--- config.mk ---
export PLATFORM = sky130hd
export DESIGN_NAME = cq_reader
export DESIGN_NICKNAME = d
export VERILOG_FILES = /design/src/rtl/cq_pkg.sv /design/src/rtl/cq_rd_mux.sv /design/src/rtl/cq_reader.sv
export SDC_FILE = /design/constraint.sdc
export NUM_CORES = 1
export LEC_CHECK = 0
export CAP_MARGIN = 20
export CORE_MARGIN = 2
export CORE_UTILIZATION = 35
export DETAILED_ROUTE_END_ITERATION = 8
export MAX_ROUTING_LAYER = met4
export PLACE_DENSITY = 0.93
export SYNTH_ARGS = -nofsm -noshare
export SYNTH_HDL_FRONTEND = slang
export SYNTH_HIERARCHICAL = 1
export SYNTH_SLANG_ARGS = --single-unit
--- constraint.sdc ---
create_clock -name clk -period 2.5 [get_ports clk]
set_input_delay 0.375 -clock clk [delete_from_list [all_inputs] [get_ports clk]]
set_output_delay 0.375 -clock clk [all_outputs]
set_load 0.02 [all_outputs]
--- src/rtl/cq_pkg.sv ---
// Shared circular-queue constants, pointer type and wrap-safe pointer arithmetic.
// Used by both the writer and the reader (cq_reader).
package cq_pkg;

    localparam int CQ_WIDTH = 16;
    localparam int CQ_DEPTH = 8;
    localparam int CQ_PTR_W = 3;

    typedef logic [CQ_PTR_W:0] ptr_t;

    // Modulo 2^(PTR_W+1) so the wrap bit cancels out.
    function automatic ptr_t ptr_diff(input ptr_t a, input ptr_t b);
        return a - b;
    endfunction

endpackage

--- src/rtl/cq_rd_mux.sv ---
// DEPTH:1 head-entry selector for the circular queue reader.
// Built as a balanced tree of 2:1 muxes; level 0 is the root.
import cq_pkg::*;

module cq_rd_mux #(
    parameter int WIDTH = CQ_WIDTH,
    parameter int DEPTH = CQ_DEPTH,
    parameter int PTR_W = CQ_PTR_W
) (
    input  logic [DEPTH*WIDTH-1:0] mem_flat,
    input  logic [PTR_W-1:0]       sel,
    output logic [WIDTH-1:0]       dout
);

    for (genvar d = 0; d <= PTR_W; d++) begin : g_lvl
        logic [WIDTH-1:0] n [1<<d];
        if (d == PTR_W) begin : g_leaf
            for (genvar k = 0; k < DEPTH; k++) begin : g_k
                assign n[k] = mem_flat[k*WIDTH +: WIDTH];
            end
        end else begin : g_node
            // The MSB of sel steers the root, the LSB the last level.
            for (genvar j = 0; j < (1<<d); j++) begin : g_j
                assign n[j] = sel[PTR_W-1-d] ? g_lvl[d+1].n[2*j+1]
                                             : g_lvl[d+1].n[2*j];
            end
        end
    end

    assign dout = g_lvl[0].n[0];

endmodule

--- src/rtl/cq_reader.sv ---
// Circular queue dequeue side: read pointer plus registered FWFT output.
// Optional CQ_RD_FLUSH_EN adds a flush input that discards all held entries.
import cq_pkg::*;

module cq_reader #(
    parameter int WIDTH = CQ_WIDTH,
    parameter int DEPTH = CQ_DEPTH,
    parameter int PTR_W = CQ_PTR_W
) (
    input  logic                   clk,
    input  logic                   reset_,
    input  logic [PTR_W:0]         wr_ptr,
    input  logic [DEPTH*WIDTH-1:0] mem_flat,
    output logic [PTR_W:0]         rd_ptr,
    output logic [WIDTH-1:0]       dout,
    output logic                   dout_valid,
    input  logic                   dout_ready,
    output logic                   empty,
`ifdef CQ_RD_FLUSH_EN
    input  logic                   flush,
`endif
    output logic [PTR_W:0]         count
);

    logic [PTR_W:0]   rd_ptr_q, rd_ptr_d;
    logic [WIDTH-1:0] dout_q, dout_d;
    logic             dout_valid_q, dout_valid_d;

    logic [WIDTH-1:0] head;
    logic [PTR_W:0]   stor_cnt;
    logic             stor_empty;
    logic             load;

    cq_rd_mux #(
        .WIDTH (WIDTH),
        .DEPTH (DEPTH),
        .PTR_W (PTR_W)
    ) u_mux (
        .mem_flat (mem_flat),
        .sel      (rd_ptr_q[PTR_W-1:0]),
        .dout     (head)
    );

    assign stor_cnt   = wr_ptr - rd_ptr_q;
    assign stor_empty = (wr_ptr == rd_ptr_q);
    assign load       = !stor_empty && (!dout_valid_q || dout_ready);

    always_comb begin
        rd_ptr_d     = rd_ptr_q;
        dout_d       = dout_q;
        dout_valid_d = dout_valid_q;
        if (load) begin
            dout_d       = head;
            rd_ptr_d     = rd_ptr_q + 1'b1;
            dout_valid_d = 1'b1;
        end else if (dout_valid_q && dout_ready) begin
            dout_valid_d = 1'b0;
        end
`ifdef CQ_RD_FLUSH_EN
        // Flush wins over load/pop; dout keeps its stale value.
        if (flush) begin
            rd_ptr_d     = wr_ptr;
            dout_d       = dout_q;
            dout_valid_d = 1'b0;
        end
`endif
    end

    always_ff @(posedge clk or negedge reset_) begin
        if (!reset_) begin
            rd_ptr_q     <= '0;
            dout_q       <= '0;
            dout_valid_q <= 1'b0;
        end else begin
            rd_ptr_q     <= rd_ptr_d;
            dout_q       <= dout_d;
            dout_valid_q <= dout_valid_d;
        end
    end

    assign rd_ptr     = rd_ptr_q;
    assign dout       = dout_q;
    assign dout_valid = dout_valid_q;
    assign empty      = !dout_valid_q;
    assign count      = stor_cnt + (PTR_W+1)'(dout_valid_q);

    // The writer must never get more than DEPTH entries ahead of rd_ptr.
    a_no_overrun: assert property (
        @(posedge clk) disable iff (!reset_)
        stor_cnt <= (PTR_W+1)'(DEPTH)
    );

endmodule
After elaboration in Yosys (flattened, before gate mapping)
Index checks and enable logic that the tools add are counted.

Memory bits (writable): 0. Bits in registers: 21. Bits in latches: 0. Logic and storage cells: 22. Memories kept: 0. Bits in read-only memories: 0. Input port bits: 135.

Bitwise logic cells: 0. Eq/ne operators: 1. Div/mod/pow operators: 0. Order comparisons: 0. Muxes and demuxes: 9. $mul: 0. Shift-type cells: 0. Add/subtract/negate cells: 3. Reductions and logical operators: 6.

Operators by type and width (number): $mux W16 (7); $add A4 B1 Y4 (1); $add A4 B1 Y4 const B (1); $eq A4 B4 Y1 (1); $sub A4 B4 Y4 (1); $logic_and A1 B1 Y1 (2); $logic_not A1 Y1 (2); $mux W1 (2); $reduce_bool A2 Y1 (1); $logic_or A1 B1 Y1 (1).

Longest topological paths before layout
Gate-level depths: netlist of the first run.

Depth after elaboration: 4. Mapped depth: 7. Mapped depth without buffers: 7.

Hierarchy
Netlist of the first run, hierarchy kept.

By module, submodules not included: cq_reader (instances 1, cells each 75, seq. area each 525.5 um2, area each 1112.3 um2); cq_rd_mux (instances 1, cells each 57, seq. area each 0.0 um2, area each 1071.0 um2).

Worst setup path after synthesis of the first run
OpenSTA, ideal clock, no wires.

Path kind: register to output. From: reg dout_valid_q (netlist: dout_valid). To: out count[2]. Arrival time: 1969 ps. Cell stages (with the launch flop): 7. Path slack: 156 ps. Path buffers: 0. Cell sequence: dfrtp_1 > inv_1 > ha_1 > inv_1 > ha_1 > fa_1 > xor2_1.

Cells in the longest elaborated chain, start to end: 1.

Ends and longest elaborated chain: from (decl) (RTL line cq_reader.sv:27) `logic dout_valid_q, dout_valid_d;`; from (signal assigned) (RTL line cq_reader.sv:77) `dout_valid_q <= dout_valid_d;`; $add A4 B1 Y4 (RTL line cq_reader.sv:85) `assign count = stor_cnt + (PTR_W+1)'(dout_valid_q);`; to (decl) (RTL line cq_reader.sv:22) `output logic [PTR_W:0] count`.

Every way passes these cells.

Worst setup path in the final report of the first run
From: reg rd_ptr_q[0] (netlist: rd_ptr[0]). To: out count[2].

Cells in the longest elaborated chain, start to end: 2.

Ends and longest elaborated chain: from (decl) (RTL line cq_reader.sv:25) `logic [PTR_W:0] rd_ptr_q, rd_ptr_d;`; from (signal assigned) (RTL line cq_reader.sv:75) `rd_ptr_q <= rd_ptr_d;`; $sub A4 B4 Y4 (RTL line cq_reader.sv:44) `assign stor_cnt = wr_ptr - rd_ptr_q;`; $add A4 B1 Y4 (RTL line cq_reader.sv:85).

Every way passes these cells.

==> metrics, run 1 <==
CP Cell Sequence=ha_1 > inv_1 > ha_1 > fa_1 > xor2_1 > buf_2; core area=5990 um^2; crit end category=primary output; Pleak=0.00163 uW; Max Transition Viols Final=0; Synth Flop Type=dfrtp_1; worst-path maximum fanout=2; Arr. time, crit path=2.01 ns; via count=2010; global-route wire length before repair=12000 um; Switch Pwr=1510 uW; starting DRC count in detailed routing=63; multi-input logic area=1570 um^2; All-Layer GR Usage=23.2%; GR Overflow Total=0; Ys Warns=6; Die Span Y=83.0 um; Worst VDD drop=627 uV; fin nets=443; Longest Clk Path Bufs=2; clock network power share=5.9%; Critical R2R Launch=rd_ptr[0]; Syn Inst Count=132; sequential share of power=16.4%; syn nets=275; post-synth top area cell=mux4_1; Worst R2R End=dout[14]; # H-tree levels=1; top cell type's share of synthesized area=33.7%; vias in the first global route=2299; Final WS setup=0.115 ns; crit-path most repeated cell=ha_1; DRC viols=0; Vias/cell=5.37; Startpoint Class=register; sequential area share after synthesis=24.1%; Crit path largest cell delay=0.43 ns; I/O Buffers=160; hold_ws=0.482 ns; Synth cell types=31; routability congestion estimate=0.801; die area=6890 um^2; Mapped Area=2180 um^2; Mean Syn Cell Area=16.5 um^2; Stages on worst setup path=6; Seq cells post-synth=21; Min-Delay Path Class=input port to asynchronous set/reset pin; fin util=66.2%; Pint=2330 uW; drt first pass iters=4; largest net degree at the start of global routing=40; Reg area=527 um^2; share of layout cells above drive strength 1=21.1%; CP Launch Point=rd_ptr[0]; sw frac=39.4%; Bufs and invs on worst path=2; largest cells by area after synthesis=mux4_1, dfrtp_1, mux2_2; drt total wl=7750 um; Reg2Reg Depth=4; Relative slew margins=58.9%; antenna viol nets, final=0; Post-synth EDFFs=0; CP endpoint=count[2]; CTS Buf Count=3; clock transition at the registers of the reported paths=0.08 ns; CTS tree=built; starting density of the core=36.4%; # rows=28; final hold vios=0; final cycle utilization of the critical path=95.4%; CP max-delay cell=fa_1; async set-reset flop share out of synthesis=100%; Maximum Capacitance Violations=0; CP Class=register to primary output; RSZ-0062 raised after global routing=true; Post-DP HPWL=6350 um; Power Density=967 nW/um^2; Worst-Margin Slew=0.616 ns; width of the die=83.0 um; Final min period=2.39 ns; initial antenna violation count=0; clk_lat worst skew=0.26 ns; WP data required=2.12 ns; clock sink total=21; WL per Instance=20.7 um; fraction of power consumed by combinational cells=77.7%; Filler cells=411; Peak Freq=419 MHz; Place WS=-0.566 ns; Area Overhead vs Synth=81.8%; post-route total power=3840 uW; number of diodes=0; delay-heaviest family, CP=adder cells; R2R setup slack=0.23 ns; CTS root buf=clkbuf_8; setup violators final=0; worst clock skew=0.00539 ns; status=complete, no violations; I/O Pins=161
## cell type report
type | instances | area share (%)
Timing Repair Buffer | 173 | 43.2
Multi-Input combinational cell | 95 | 39.5
Sequential cell | 21 | 13.3
Tap cell | 75 | 2.36
Clock buffer | 4 | 1.13
Inverter | 6 | 0.567
## cells in the final DEF, fill, tap and decap left out, types with 2 or more instances in the layout
cell type,n
a211oi_1,2
buf_12,2
buf_4,12
clkbuf_8,3
clkdlybuf4s50_1,156
dfrtp_1,20
ha_1,6
inv_1,6
mux2_2,24
mux2_4,9
mux4_1,28
mux4_2,4
nor2b_1,2
xnor2_2,2
xor2_1,2
## what timing repair did
| action | in CTS | in global routing |
|---|---|---|
| pin swaps | 1 | 3 |
| endpoints found under the hold margin | 0 | 0 |
| hold buffers | 0 | 0 |
| setup buffers | 0 | 1 |
| setup endpoints to repair | 3 | 3 |
| gates resized for setup | 10 | 5 |
## synthesized netlist by cell type (all sizes together) (2+ instances only)
| library cell | number |
|---|---|
| a211oi | 2 |
| buf | 7 |
| clkbuf | 3 |
| dfrtp | 21 |
| ha | 7 |
| inv | 6 |
| mux2 | 33 |
| mux4 | 32 |
| nor2b | 2 |
| xnor2 | 3 |
| xor2 | 2 |
## through the flow
step / setup TNS [ns] / cells / cell area [um^2]
3_3_place_gp: -0.874 / 369 / 3910
6_report: 0 / 374 / 3970
2_1_floorplan: 0 / 132 / 2180
3_5_place_dp: -1.11 / 369 / 3910
5_1_grt: -0.0258 / 374 / 3970
4_1_cts: -0.110 / 373 / 3950
## cells by family after synthesis
family	count (synthesis)	synth area share [%]
DFF	21	24.1
xor gates and xnor gates	6	3.73
muxes	65	56.4
adders and majority gates	8	4.93
buffers and inverters	16	4.93
AOI/OAI and AO/OA	8	3.50
and+or+nand+nor	8	2.46
## routing by layer
metal / track usage, % / up-vias / wire length, um
li1: - / 906 / -
met1: 25.7 / 995 / 2990
met2: 41.3 / 91 / 4180
met3: 4.47 / 18 / 373
met4: 8.20 / 0 / 204
met5: - / - / 0
## power groups by stage
stage / clock [uW] / sequential (uW) / combinational (uW)
floorplan: 0 / 865 / 1720
global placement: 0 / 626 / 2930
detailed placement: 0 / 636 / 3020
CTS: 236 / 631 / 2980
global route: 256 / 652 / 3150
finish: 226 / 629 / 2980
## worst min path at each step
stage,slack (ns),endpoint,start,cells past startpoint
6_report,0.48,dout[10],reset_,2
5_1_grt,0.50,rd_ptr[1],reset_,2
4_1_cts,0.48,rd_ptr[2],reset_,2
3_5_place_dp,0.50,dout[4],dout[4],1
3_3_place_gp,0.49,dout[7],dout[7],1
2_1_floorplan,0.08,dout[0],reset_,0
## worst reg2reg max path: cells and delay by family (launching register included)
kind / cells / cell delay [ns]
buffers and inverters: 1 / 0.50
DFF: 1 / 0.36
muxes: 3 / 1.29
## sequential cells by signal (all words and copies together) (netlist names)
name and cells:
dout 16, dout_valid 1, rd_ptr 4
Note: power is estimated with default switching activity, not from simulation.
==> run 2, diff against run 1 <==
--- a/config.mk
+++ b/config.mk
@@ -6,10 +6,11 @@
 export NUM_CORES = 1
 export LEC_CHECK = 0
+export ABC_AREA = 1
 export CAP_MARGIN = 20
 export CORE_MARGIN = 2
-export CORE_UTILIZATION = 35
+export CORE_UTILIZATION = 40
 export DETAILED_ROUTE_END_ITERATION = 8
 export MAX_ROUTING_LAYER = met4
-export PLACE_DENSITY = 0.93
+export PLACE_DENSITY = 0.94
 export SYNTH_ARGS = -nofsm -noshare
 export SYNTH_HDL_FRONTEND = slang
==> constraint.sdc (replaced) <==
create_clock -name clk -period 2.5 [get_ports clk]
set_input_delay 0.375 -clock clk [delete_from_list [all_inputs] [get_ports clk]]
set_output_delay 0.375 -clock clk [all_outputs]
set_load 0.01 [all_outputs]
==> metrics, run 2 <==
worst clock skew=0.00172 ns; most frequent cells in the layout=nand2_1, clkdlybuf4s50_1, inv_1; Synth Flop Type=dfrtp_1; final std cells w/o fill=792; Worst-Margin Slew=1.00 ns; delay-heaviest family, CP=adder cells; Crit path largest cell delay=0.40 ns; starting DRC count in detailed routing=250; routability congestion estimate=0.808; crit end category=primary output; drt total wl=9440 um; Peak Freq=409 MHz; Min-Delay Path Class=register to register; clock sink total=21; Synth cell types=17; CP Class=register to primary output; post-route total power=3960 uW; Vias/cell=4.62; Final min period=2.44 ns; Mapped Area=2850 um^2; CTS tree=built; CTS root buf=clkbuf_8; largest net degree at the start of global routing=72; met2 Track Usage GR=44.9%; Longest Clk Path Bufs=2; hold_ws=0.470 ns; Post-DP HPWL=7620 um; CP max-delay cell=fa_2; share of layout cells above drive strength 1=2.59%; top-count cell post-synth=nand2_1; Die Span Y=88.4 um; largest cells by area after synthesis=nand2_1, dfrtp_1, inv_1; top cell type's share of synthesized area=34.0%; antenna viol nets, final=0; layer with the highest usage=met2; syn nets=696; # H-tree levels=1; Arr. time, crit path=2.07 ns; initial antenna violation count=0; worst-path maximum fanout=3; sequential area share after synthesis=18.5%; clock transition at the registers of the reported paths=0.07 ns; Mean Syn Cell Area=5.15 um^2; vias in the first global route=3472; Syn Inst Count=553; clk_lat worst skew=0.26 ns; Maximum Capacitance Violations=0; starting density of the core=41.7%; met1 Track Usage GR=28.1%; commonest non-fill, non-tap cell in the layout=nand2_1; Area Overhead vs Synth=56.6%; number of diodes=0; die area=7810 um^2; CTS Buf Count=3; GR Overflow Total=0; Final WS setup=0.0572 ns; Bufs and invs on worst path=3; # rows=30; # hold bufs at CTS=0; Place WS=-0.254 ns; fin nets=840; async set-reset flop share out of synthesis=100%; All-Layer GR Usage=24.6%; status=complete, no violations; post-synth top area cell=nand2_1; setup violators final=0; dpl cells=787; Post-synth top cells=nand2_1, inv_1, nand3_1; via count=3660; width of the die=88.4 um; WP data required=2.12 ns; Seq cells post-synth=21; final cycle utilization of the critical path=97.7%; crit-path most repeated cell=inv_1; Ys Warns=6; Worst VDD drop=483 uV; Power Density=889 nW/um^2; DRC viols=0; Max Transition Viols Final=0; Relative slew margins=33.1%; global-route wire length before repair=15000 um; Pleak=0.00265 uW; I/O Pins=161; drt first pass iters=5; met3 global-route usage=2.52%; Startpoint Class=register; core area=6830 um^2; number of flip-flops in the largest register=16; CP Cell Sequence=inv_1 > ha_1 > inv_1 > ha_2 > fa_2 > xor2_1 > dlygate4sd2_1; Post-synth EDFFs=0; final hold vios=0; WL per Instance=11.9 um; I/O Buffers=160
==> run 2: cell types whose count changed after synthesis, sizes merged, moves of 3 or more <==
cell	previous run	this run
xnor2	3	0
mux2	33	0
nand3	1	88
mux4	32	0
inv	6	140
buf	7	27
nand2	0	259
==> run 2: worst paths after layout <==
check | start | to | slack, ns | depth (start not counted)
worst max register to register | rd_ptr[1] | dout[7] | 0.37 | 8
worst min register to register | dout[4] | dout[4] | 0.47 | 2
worst max-delay path | dout_valid | count[2] | 0.06 | 7
min in group asynchronous | reset_ | dout[8] | 0.64 | 1
worst min-delay path | dout[4] | dout[4] | 0.47 | 2
max in group asynchronous | reset_ | rd_ptr[0] | 1.23 | 1
==> run 2: kinds of logic after synthesis <==
| kind of cell | count (synthesis) | share of synthesized area [%] |
|---|---|---|
| compound gates | 2 | 0.352 |
| flops | 21 | 18.5 |
| fa+ha+maj | 8 | 3.78 |
| buf+inv | 169 | 26.0 |
| xor+xnor | 3 | 0.923 |
| simple gates | 350 | 50.5 |
==> run 2: through the flow <==
step / TNS, ns / cell area, um^2 / util [%]
after floorplan: 0 / 2850 / -
after global placement: -0.289 / 4410 / 64.5
after detailed placement: -0.481 / 4410 / 64.5
after CTS: 0 / 4450 / 65.2
after global routing: -0.00262 / 4460 / 65.3
final: 0 / 4460 / 65.3
==> run 2: routing by layer <==
metal,share of wire [%],vias to the layer above
met3,6.1,24
met2,51,147
li1,-,1881
met4,2.6,0
met5,0,-
met1,40,1608
==> run 2: layout make-up <==
cell class / count / area [um^2]
clock buffer: 4 / 45.0
sequential: 21 / 527
timing repair buffer: 168 / 1650
inverter: 140 / 526
multi-input combinational: 363 / 1590
fill: 625 / 2370
tap: 96 / 120
==> run 2: timing repair <==
action	4_1_cts	5_1_grt
resized for setup	4	3
setup endpoints to repair	3	3
pin swaps	0	0
setup buffers	0	1
==> run 2: report_power, final <==
group | total [uW] | internal (uW) | switching, uW
clock | 223 | 114 | 109
sequential | 608 | 509 | 99.3
combinational | 3130 | 1300 | 1830
total | 3960 | 1930 | 2040
==> run 2: worst min-delay path, delay by kind of cell, from the launching register on <==
family	cells	cell delay (ns)
and+or+nand+nor	2	0.09
DFF	1	0.35
